[src/rtl/sap_core_if.sv]
// Memory bus between sap_core (master) and its program/data memory (slave).
// Requests are level-held by the master until the slave strobes mem_done.
interface sap_core_if #(
  parameter int unsigned DATA_W = 8,
  parameter int unsigned ADDR_W = 4
) ();

  logic              mem_rd;
  logic              mem_wr;
  logic [ADDR_W-1:0] mem_addr;
  logic [DATA_W-1:0] mem_wdata;
  logic [DATA_W-1:0] mem_rdata;
  logic              mem_done;

  modport master (
    output mem_rd,
    output mem_wr,
    output mem_addr,
    output mem_wdata,
    input  mem_rdata,
    input  mem_done
  );

  modport slave (
    input  mem_rd,
    input  mem_wr,
    input  mem_addr,
    input  mem_wdata,
    output mem_rdata,
    output mem_done
  );

endinterface

[src/rtl/sap_core.sv]
// Simple-as-possible accumulator CPU: fetch/decode FSM with a single shared
// memory port, 16 opcodes, {C,Z} flags, optional single-step operation.
module sap_core #(
  parameter int unsigned DATA_W = 8,
  parameter int unsigned ADDR_W = 4
) (
  input  logic              clk_i,
  input  logic              rst_ni,
  input  logic              run_i,
  input  logic              step_mode_i,
  sap_core_if.master        bus,
  output logic [ADDR_W-1:0] pc_o,
  output logic [DATA_W-1:0] acc_o,
  output logic [1:0]        flags_o,
  output logic [DATA_W-1:0] out_data_o,
  output logic              out_valid_o,
  output logic              halted_o
);

  typedef enum logic [2:0] {
    StIdle,
    StFetch,
    StDecode,
    StMemRead,
    StMemWrite,
    StHalt
  } state_e;

  typedef enum logic [3:0] {
    OpNop = 4'h0,
    OpLda = 4'h1,
    OpAdd = 4'h2,
    OpSub = 4'h3,
    OpSta = 4'h4,
    OpLdi = 4'h5,
    OpJmp = 4'h6,
    OpJz  = 4'h7,
    OpAnd = 4'h8,
    OpOr  = 4'h9,
    OpXor = 4'hA,
    OpInc = 4'hB,
    OpDec = 4'hC,
    OpJc  = 4'hD,
    OpOut = 4'hE,
    OpHlt = 4'hF
  } op_e;

  localparam logic [DATA_W:0] AluOne = {{DATA_W{1'b0}}, 1'b1};

  state_e            state_q, state_d;
  logic [ADDR_W-1:0] pc_q, pc_d;
  logic [DATA_W-1:0] ir_q, ir_d;
  logic [DATA_W-1:0] acc_q, acc_d;
  logic              c_q, c_d;
  logic              z_q, z_d;
  logic [DATA_W-1:0] out_data_q, out_data_d;
  logic              out_valid_q, out_valid_d;

  op_e               opcode;
  logic [ADDR_W-1:0] operand;
  logic [DATA_W-1:0] ldi_val;
  logic [DATA_W:0]   sum_ext;
  logic [DATA_W:0]   diff_ext;
  logic [DATA_W:0]   inc_ext;
  logic [DATA_W:0]   dec_ext;
  logic [DATA_W-1:0] alu_acc;
  logic              alu_c;
  state_e            done_state;
  logic              unused_ir;

  assign opcode   = op_e'(ir_q[DATA_W-1 -: 4]);
  assign operand  = ir_q[ADDR_W-1:0];
  assign ldi_val  = {{(DATA_W-ADDR_W){1'b0}}, operand};
  // Bits between opcode and operand are don't-care when DATA_W > ADDR_W+4.
  assign unused_ir = ^ir_q;

  // Extra top bit carries the carry (add/inc) or borrow (sub/dec) out.
  assign sum_ext  = {1'b0, acc_q} + {1'b0, bus.mem_rdata};
  assign diff_ext = {1'b0, acc_q} - {1'b0, bus.mem_rdata};
  assign inc_ext  = {1'b0, acc_q} + AluOne;
  assign dec_ext  = {1'b0, acc_q} - AluOne;

  always_comb begin
    alu_acc = acc_q;
    alu_c   = c_q;
    case (opcode)
      OpLda:   alu_acc = bus.mem_rdata;
      OpAdd:   {alu_c, alu_acc} = sum_ext;
      OpSub:   {alu_c, alu_acc} = diff_ext;
      OpAnd:   alu_acc = acc_q & bus.mem_rdata;
      OpOr:    alu_acc = acc_q | bus.mem_rdata;
      OpXor:   alu_acc = acc_q ^ bus.mem_rdata;
      OpLdi:   alu_acc = ldi_val;
      OpInc:   {alu_c, alu_acc} = inc_ext;
      OpDec:   {alu_c, alu_acc} = dec_ext;
      default: ;
    endcase
  end

  assign done_state = step_mode_i ? StIdle : StFetch;

  always_comb begin
    state_d     = state_q;
    pc_d        = pc_q;
    ir_d        = ir_q;
    acc_d       = acc_q;
    c_d         = c_q;
    z_d         = z_q;
    out_data_d  = out_data_q;
    out_valid_d = 1'b0;

    unique case (state_q)
      StIdle: begin
        if (run_i) state_d = StFetch;
      end
      StFetch: begin
        if (bus.mem_done) begin
          ir_d    = bus.mem_rdata;
          pc_d    = pc_q + ADDR_W'(1);
          state_d = StDecode;
        end
      end
      StDecode: begin
        state_d = done_state;
        case (opcode)
          OpLda, OpAdd, OpSub, OpAnd, OpOr, OpXor: state_d = StMemRead;
          OpSta: state_d = StMemWrite;
          OpHlt: state_d = StHalt;
          OpJmp: pc_d = operand;
          OpJz:  if (z_q) pc_d = operand;
          OpJc:  if (c_q) pc_d = operand;
          OpOut: begin
            out_data_d  = acc_q;
            out_valid_d = 1'b1;
          end
          OpLdi, OpInc, OpDec: begin
            acc_d = alu_acc;
            c_d   = alu_c;
            z_d   = (alu_acc == '0);
          end
          default: ;
        endcase
      end
      StMemRead: begin
        if (bus.mem_done) begin
          acc_d   = alu_acc;
          c_d     = alu_c;
          z_d     = (alu_acc == '0);
          state_d = done_state;
        end
      end
      StMemWrite: begin
        if (bus.mem_done) state_d = done_state;
      end
      StHalt: ;
      default: state_d = StIdle;
    endcase
  end

  // Memory requests are pure functions of state so they drop the instant
  // reset forces the FSM back to idle.
  always_comb begin
    bus.mem_rd    = 1'b0;
    bus.mem_wr    = 1'b0;
    bus.mem_addr  = '0;
    bus.mem_wdata = '0;
    unique case (state_q)
      StFetch: begin
        bus.mem_rd   = 1'b1;
        bus.mem_addr = pc_q;
      end
      StMemRead: begin
        bus.mem_rd   = 1'b1;
        bus.mem_addr = operand;
      end
      StMemWrite: begin
        bus.mem_wr    = 1'b1;
        bus.mem_addr  = operand;
        bus.mem_wdata = acc_q;
      end
      default: ;
    endcase
  end

  always_ff @(posedge clk_i or negedge rst_ni) begin
    if (!rst_ni) begin
      state_q     <= StIdle;
      pc_q        <= '0;
      ir_q        <= '0;
      acc_q       <= '0;
      c_q         <= 1'b0;
      z_q         <= 1'b0;
      out_data_q  <= '0;
      out_valid_q <= 1'b0;
    end else begin
      state_q     <= state_d;
      pc_q        <= pc_d;
      ir_q        <= ir_d;
      acc_q       <= acc_d;
      c_q         <= c_d;
      z_q         <= z_d;
      out_data_q  <= out_data_d;
      out_valid_q <= out_valid_d;
    end
  end

  assign pc_o        = pc_q;
  assign acc_o       = acc_q;
  assign flags_o     = {c_q, z_q};
  assign out_data_o  = out_data_q;
  assign out_valid_o = out_valid_q;
  assign halted_o    = (state_q == StHalt);

  a_no_rd_wr_overlap: assert property (@(posedge clk_i) !(bus.mem_rd && bus.mem_wr));

endmodule

[src/flat_wrapper.sv]
// flat-port wrapper written by rule: the top's interface ports become plain ports
module sap_core_flat 
#(
  parameter int unsigned DATA_W = 8,
  parameter int unsigned ADDR_W = 4
)
  (clk_i, rst_ni, run_i, step_mode_i, pc_o, acc_o, flags_o, out_data_o, out_valid_o, halted_o, bus_mem_rd, bus_mem_wr, bus_mem_addr, bus_mem_wdata, bus_mem_rdata, bus_mem_done);
  sap_core_if #(.DATA_W(DATA_W), .ADDR_W(ADDR_W)) bus_i ();
  input  logic clk_i;
  input  logic rst_ni;
  input  logic run_i;
  input  logic step_mode_i;
  output logic [ADDR_W-1:0] pc_o;
  output logic [DATA_W-1:0] acc_o;
  output logic [1:0] flags_o;
  output logic [DATA_W-1:0] out_data_o;
  output logic out_valid_o;
  output logic halted_o;
  output wire logic [$bits(bus_i.mem_rd)-1:0] bus_mem_rd;
  output wire logic [$bits(bus_i.mem_wr)-1:0] bus_mem_wr;
  output wire logic [$bits(bus_i.mem_addr)-1:0] bus_mem_addr;
  output wire logic [$bits(bus_i.mem_wdata)-1:0] bus_mem_wdata;
  input wire logic [$bits(bus_i.mem_rdata)-1:0] bus_mem_rdata;
  input wire logic [$bits(bus_i.mem_done)-1:0] bus_mem_done;
  assign bus_mem_rd = bus_i.mem_rd;
  assign bus_mem_wr = bus_i.mem_wr;
  assign bus_mem_addr = bus_i.mem_addr;
  assign bus_mem_wdata = bus_i.mem_wdata;
  assign bus_i.mem_rdata = bus_mem_rdata;
  assign bus_i.mem_done = bus_mem_done;
  sap_core #(.DATA_W(DATA_W), .ADDR_W(ADDR_W)) u_core (.clk_i(clk_i), .rst_ni(rst_ni), .run_i(run_i), .step_mode_i(step_mode_i), .bus(bus_i), .pc_o(pc_o), .acc_o(acc_o), .flags_o(flags_o), .out_data_o(out_data_o), .out_valid_o(out_valid_o), .halted_o(halted_o));
endmodule
[config.mk]
export PLATFORM = sky130hd
export DESIGN_NAME = sap_core_flat
export DESIGN_NICKNAME = d
export VERILOG_FILES = /design/src/rtl/sap_core_if.sv /design/src/rtl/sap_core.sv /design/src/flat_wrapper.sv
export SDC_FILE = /design/constraint.sdc
export NUM_CORES = 1
export LEC_CHECK = 0
export ABC_AREA = 1
export ABC_CLOCK_PERIOD_IN_PS = 2150
export BUFFER_PORTS_ARGS = -buffer_cell sky130_fd_sc_hd__buf_2
export CAP_MARGIN = 10
export CELL_PAD_IN_SITES_DETAIL_PLACEMENT = 0
export CELL_PAD_IN_SITES_GLOBAL_PLACEMENT = 2
export CORE_MARGIN = 4
export CORE_UTILIZATION = 28
export CTS_BUF_LIST = sky130_fd_sc_hd__clkbuf_8
export CTS_CLUSTER_SIZE = 30
export DETAILED_ROUTE_END_ITERATION = 7
export PLACE_DENSITY_LB_ADDON = 0.08
export SKIP_CTS_REPAIR_TIMING = 1
export SLEW_MARGIN = 20
export SYNTH_ARGS = -nofsm -noshare
export SYNTH_HDL_FRONTEND = slang
export SYNTH_SLANG_ARGS = --single-unit
[constraint.sdc]
create_clock -name clk_i -period 2.15 [get_ports clk_i]
set_clock_uncertainty 0.15 [all_clocks]
set_input_delay 0 -clock clk_i [delete_from_list [all_inputs] [get_ports clk_i]]
set_output_delay 0 -clock clk_i [all_outputs]
set_load 0.02 [all_outputs]
; ---- After elaboration in Yosys (flattened, before gate mapping)
; Cells that the tools add are included.
; Widths: inputs -> output; s select.
[word_totals]
mem_bits_rw = 0
romBits = 0
reg_bits = 34
inputBits = 13
mem_count = 0
out_inout_bits = 38
elab_cells = 86
latchBits = 0
[classes]
div_mod_pow = 0
n_mul = 0
n_addsub = 5
mux = 28
order_cmp = 0
n_reduce_logical = 13
shift = 0
bitwise_logic = 4
eq_ne = 28
[ops]
columns = operator, n
row1 = $pmux 8 s9, 1
row2 = $eq 4x4->1 const B, 8
row3 = $mux 8, 3
row4 = $eq 4x3->1 const B, 4
row5 = $pmux 4 s2, 2
row6 = $pmux 8 s2, 1
row7 = $pmux 3 s5, 1
row8 = $mux 4, 3
row9 = $pmux 4 s3, 1
row10 = $add 8x1->9 const B, 1
row11 = $add 8x8->9, 1
row12 = $mux 1, 9
row13 = $mux 3, 3
row14 = $pmux 3 s3, 1
row15 = $sub 8x1->9 const B, 1
row16 = $sub 8x8->9, 1
row17 = $and 8x8->8, 1
row18 = $eq 4x2->1 const B, 2
row19 = $logic_not 8->1, 1
row20 = $ne 2x2->1 const B, 4
row21 = $or 8x8->8, 1
row22 = $xor 8x8->8, 1
row23 = $eq 3x2->1 const B, 2
row24 = $eq 3x3->1 const B, 2
row25 = other kinds (18), 23

; ---- Longest topological paths before layout
[logic_depth]
depth_word = 5
ltp_mapped = 17
ltp_nobuf = 17

; ---- Worst setup path after synthesis
; OpenSTA, ideal clock, no wires.
[synth_timing]
path_type = reg-to-reg
start = register u_core.acc_q[0], in the netlist u_core.acc_o[0]
end = register u_core.z_q
required_time_ps = 1935
period_less_slack_ps = 2358
stages_incl_launch_ff = 17
setup_time_ps = 65
arrival_time_ps = 2144
n_path_buf = 0
setup_slack_ps = -208
path_cell_list = dfrtp_1 inv_1 ha_1 fa_1 inv_1 nand2_1 nand2_1 nand3_1 nand3_1 nand2_1 inv_1 nand2_1 nor2_1 nand3_1 nor2_1 nand3_1 nand2_1
[synth_between]
elab_chain_cells = 5
word_cells_on_any_way = 12
classes_between = add/sub: 4 / mux: 4 / bitwise: 3 / reduce/logical: 1
[synth_rtl]
columns = element, line
row1 = "start, declared", sap_core.sv:53  ; logic [DATA_W-1:0] acc_q, acc_d;
row2 = "start signal, assigned", sap_core.sv:190  ; acc_q <= '0;
row3 = "start signal, assigned", sap_core.sv:199  ; acc_q <= acc_d;
row4 = $sub 8x1->9 (tied with other cells), sap_core.sv:81  ; assign dec_ext = {1'b0, acc_q} - AluOne;
row5 = $pmux 8 s9 *, sap_core.sv:86  ; case (opcode)
row6 = $logic_not 8->1 *, "sap_core.sv:139, sap_core.sv:148"
row7 = "$mux 1, on equally long branches", "sap_core.sv:145, sap_core.sv:125"
row8 = $pmux 1 s2 *, sap_core.sv:112  ; unique case (state_q)
row9 = "end signal, assigned", sap_core.sv:201  ; z_q <= z_d;
row10 = "end, declared", sap_core.sv:55  ; logic z_q, z_d;
; Mark *: on every way between the ends. The rest lies on a longest branch, timed or not. The select of a mux whose other input is x is not followed.
; A chain may end at the register's enable or synchronous reset.

; ---- Worst setup path after layout
; Same ends and word-level chain as after synthesis.

==> metrics <==
dominant cells by area after synthesis=dfrtp_1 (25%), nand2_1 (18%), ha_1 (10%); Crit path required time=about 2.2 ns; Min-Delay Path Class=input pin to flop; gr ovfl total=0; Synth area leader=dfrtp_1; drt wl/cell=approximately 17 µm; footprint of the multi-input gates=between 2000 and 2500 µm²; FF-to-FF End=u_core.z_q; CTS sink cnt=34; post-synthesis sequential area ratio=0.251; RSZ-0062 raised after global routing=true; top layer in use=met4; R2R depth=14; first-pass iteration count of the detailed router=4; GP Congestion=around 0.88; Critical path origin=u_core.acc_o[0]; Fmax achieved=approximately 0.45 GHz; dpl hpwl=~11000 µm; Slew Limit Fails=0; mapped cell area=between 3000 and 4000 µm²; min Tclk post-route=between 2 and 2.5 ns; Clock Latency Late Sink=approximately 0.30 ns; antenna violations before repair=0; total routed wirelength=approximately 14000 µm; critical path class=flop to flop; Static Leak=between 0.002 and 0.003 µW; Max Root-Sink Buffers=2; CP max stage delay=~0.42 ns; row cnt=39; vias=3988; total power=around 7000 µW; Routed Antenna Nets=0; port bufs=50; failing checks=negative hold slack, negative setup slack; final setup fails=1; fillcell total=1265; Root Buffer=clkbuf_8; gr usage total=0.197; Final period util=1.02; clock buffer count from CTS=5; pwr dens=between 1000 and 1500 nW/µm²; met1 WL=~6600 µm; commonest non-fill, non-tap cells in the layout=nand2_1 (154), buf_4 (74), inv_1 (63), nor2_1 (63), buf_2 (50); highest net fanout along the worst path=3; Fin Hold WS=-0.0177 ns; num ports=just over 50; first-pass GRT wire length=about 22000 µm; largest net degree at the start of global routing=35; VDD IR-drop max=about 0.6 mV; drt initial violations=approximately 230; vias in the first global route=slightly below 4000; Critical R2R Launch=u_core.acc_o[0]; Critical Path End=u_core.z_q; worst slew pin tran=0.889 ns; status=finished, violations left; final worst slack=-0.0484 ns; Vert. Die Dim=around 120 µm; met3 WL=around 680 µm; syn avg cell area=6.12 µm²; initial core utilization=0.291; Reg clk slew, reported paths=approximately 0.090 ns; vias per inst=around 4.8; width of the die=around 120 µm; syn nets=around 600; P&R area growth vs syn=40.8%; register area=approximately 860 µm²; crit path DAT=around 2.3 ns; synthesized flop and latch total=34; share of layout cells above drive strength 1=0.324; R2R Setup Slk=-0.05 ns; post-layout net count=729; Fin. Hold Viols=1; commonest non-fill, non-tap cell in the layout=nand2_1; die area=between 10000 and 15000 µm²; CTS H-tree lvls=2; max-cap violations=0; Syn. warnings=0; type of origin of the critical path=flop; met2 WL=between 6000 and 7000 µm; Yosys cell types=33; post-synth top area share=0.251; Relative slew margins=0.408; Mapped Cells=around 560; n_diodes=0; CTS tree=done; CORE AREA=between 10000 and 15000 µm²; DRC violations left=0; endpoint type of the worst setup path=flop; CP Cell Sequence=inv_4 -> ha_4 -> fa_2 -> nor2_2 -> nor2_1 -> nand2_1 -> nand2_1 -> nor2_1 -> nand3_1 -> nor3_2 -> nand3_1 -> nor2_1 -> nand3_1 -> nand2_1; Critical Path Slowest Stage Cell=dfrtp_2; setup TNS=-0.0484 ns
area by class of cell:
class                   instances  share of cell area
multi-input cells             430               0.506
repair buffers                135               0.194
flip-flops and latches         34               0.180
inverters                      81              0.0644
well taps                     143              0.0374
clock buffers                   6              0.0173
clock inverters                 2             0.00183
sequential cells by signal, summed over array words and instances (netlist names):
signal / flops
u_core.z_q: 1
u_core.c_q: 1
u_core.pc_o: 4
u_core.out_valid_o: 1
u_core.ir_q: 8
u_core.acc_o: 8
u_core.out_data_o: 8
u_core.state_q: 3
worst max-delay path, delay by kind of cell (launching register included):
kind,cells,cell delay [ns]
AND/OR/NAND/NOR,11,0.96
adder cells (fa/ha/maj),2,0.55
flip-flops,1,0.42
buffers and inverters,1,0.05
layer usage:
layer	track usage	up-vias
met3	0.0250	16
met5	0	-
met1	0.279	1831
li1	-	2039
met2	0.311	102
met4	0.0630	0
cell families (layout without fill, tap and decap cells):
family / count (synthesis) / count (layout) / synth area share
AOI/OAI and AO/OA: 79 / 79 / 0.127
buffers and inverters: 91 / 224 / 0.105
and+or+nand+nor: 322 / 322 / 0.406
DFF: 34 / 34 / 0.251
adders and majority gates: 29 / 29 / 0.111
through the flow:
stage               setup slack, ns  instances  area (µm²)   util
finish                      -0.0484        831        4780  0.410
global route                 -0.173        831        4780  0.410
CTS                          -0.239        820        4440  0.381
detailed placement           -0.198        812        4350  0.373
global placement             -0.260        812        4350  0.373
floorplan                   -0.0150        555        3400      -
synth_stat cells (all sizes together):
library cell	number
or2	2
dfrtp	34
a21oi	15
nand3	56
nand2	161
a31o	1
o211ai	3
o21bai	1
inv	80
ha	27
fa	2
buf	7
o21ai	48
a31oi	3
nor4	1
clkinv	1
a22oi	1
nor2	86
nand4	7
o22ai	6
a21boi	1
clkbuf	3
nor3	9
power by group:
part / internal (µW) / switching, µW / total (µW) / leakage (µW)
sequential: 895 / 208 / 1100 / 0.000426
clock: 255 / 275 / 529 / 0.0000524
combinational: 1980 / 3210 / 5190 / 0.00203
how the worst min path moves through the flow:
stage                     cells past startpoint        startpoint               to
final                                         4  bus_mem_rdata[6]   u_core.ir_q[6]
after global routing                          4  bus_mem_rdata[6]   u_core.ir_q[6]
after global placement                        1            rst_ni   u_core.pc_o[3]
after CTS                                     1            rst_ni   u_core.pc_o[3]
after floorplan                               0            rst_ni  u_core.acc_o[0]
after detailed placement                      1            rst_ni   u_core.pc_o[3]
(Power assumes the default switching activity.)
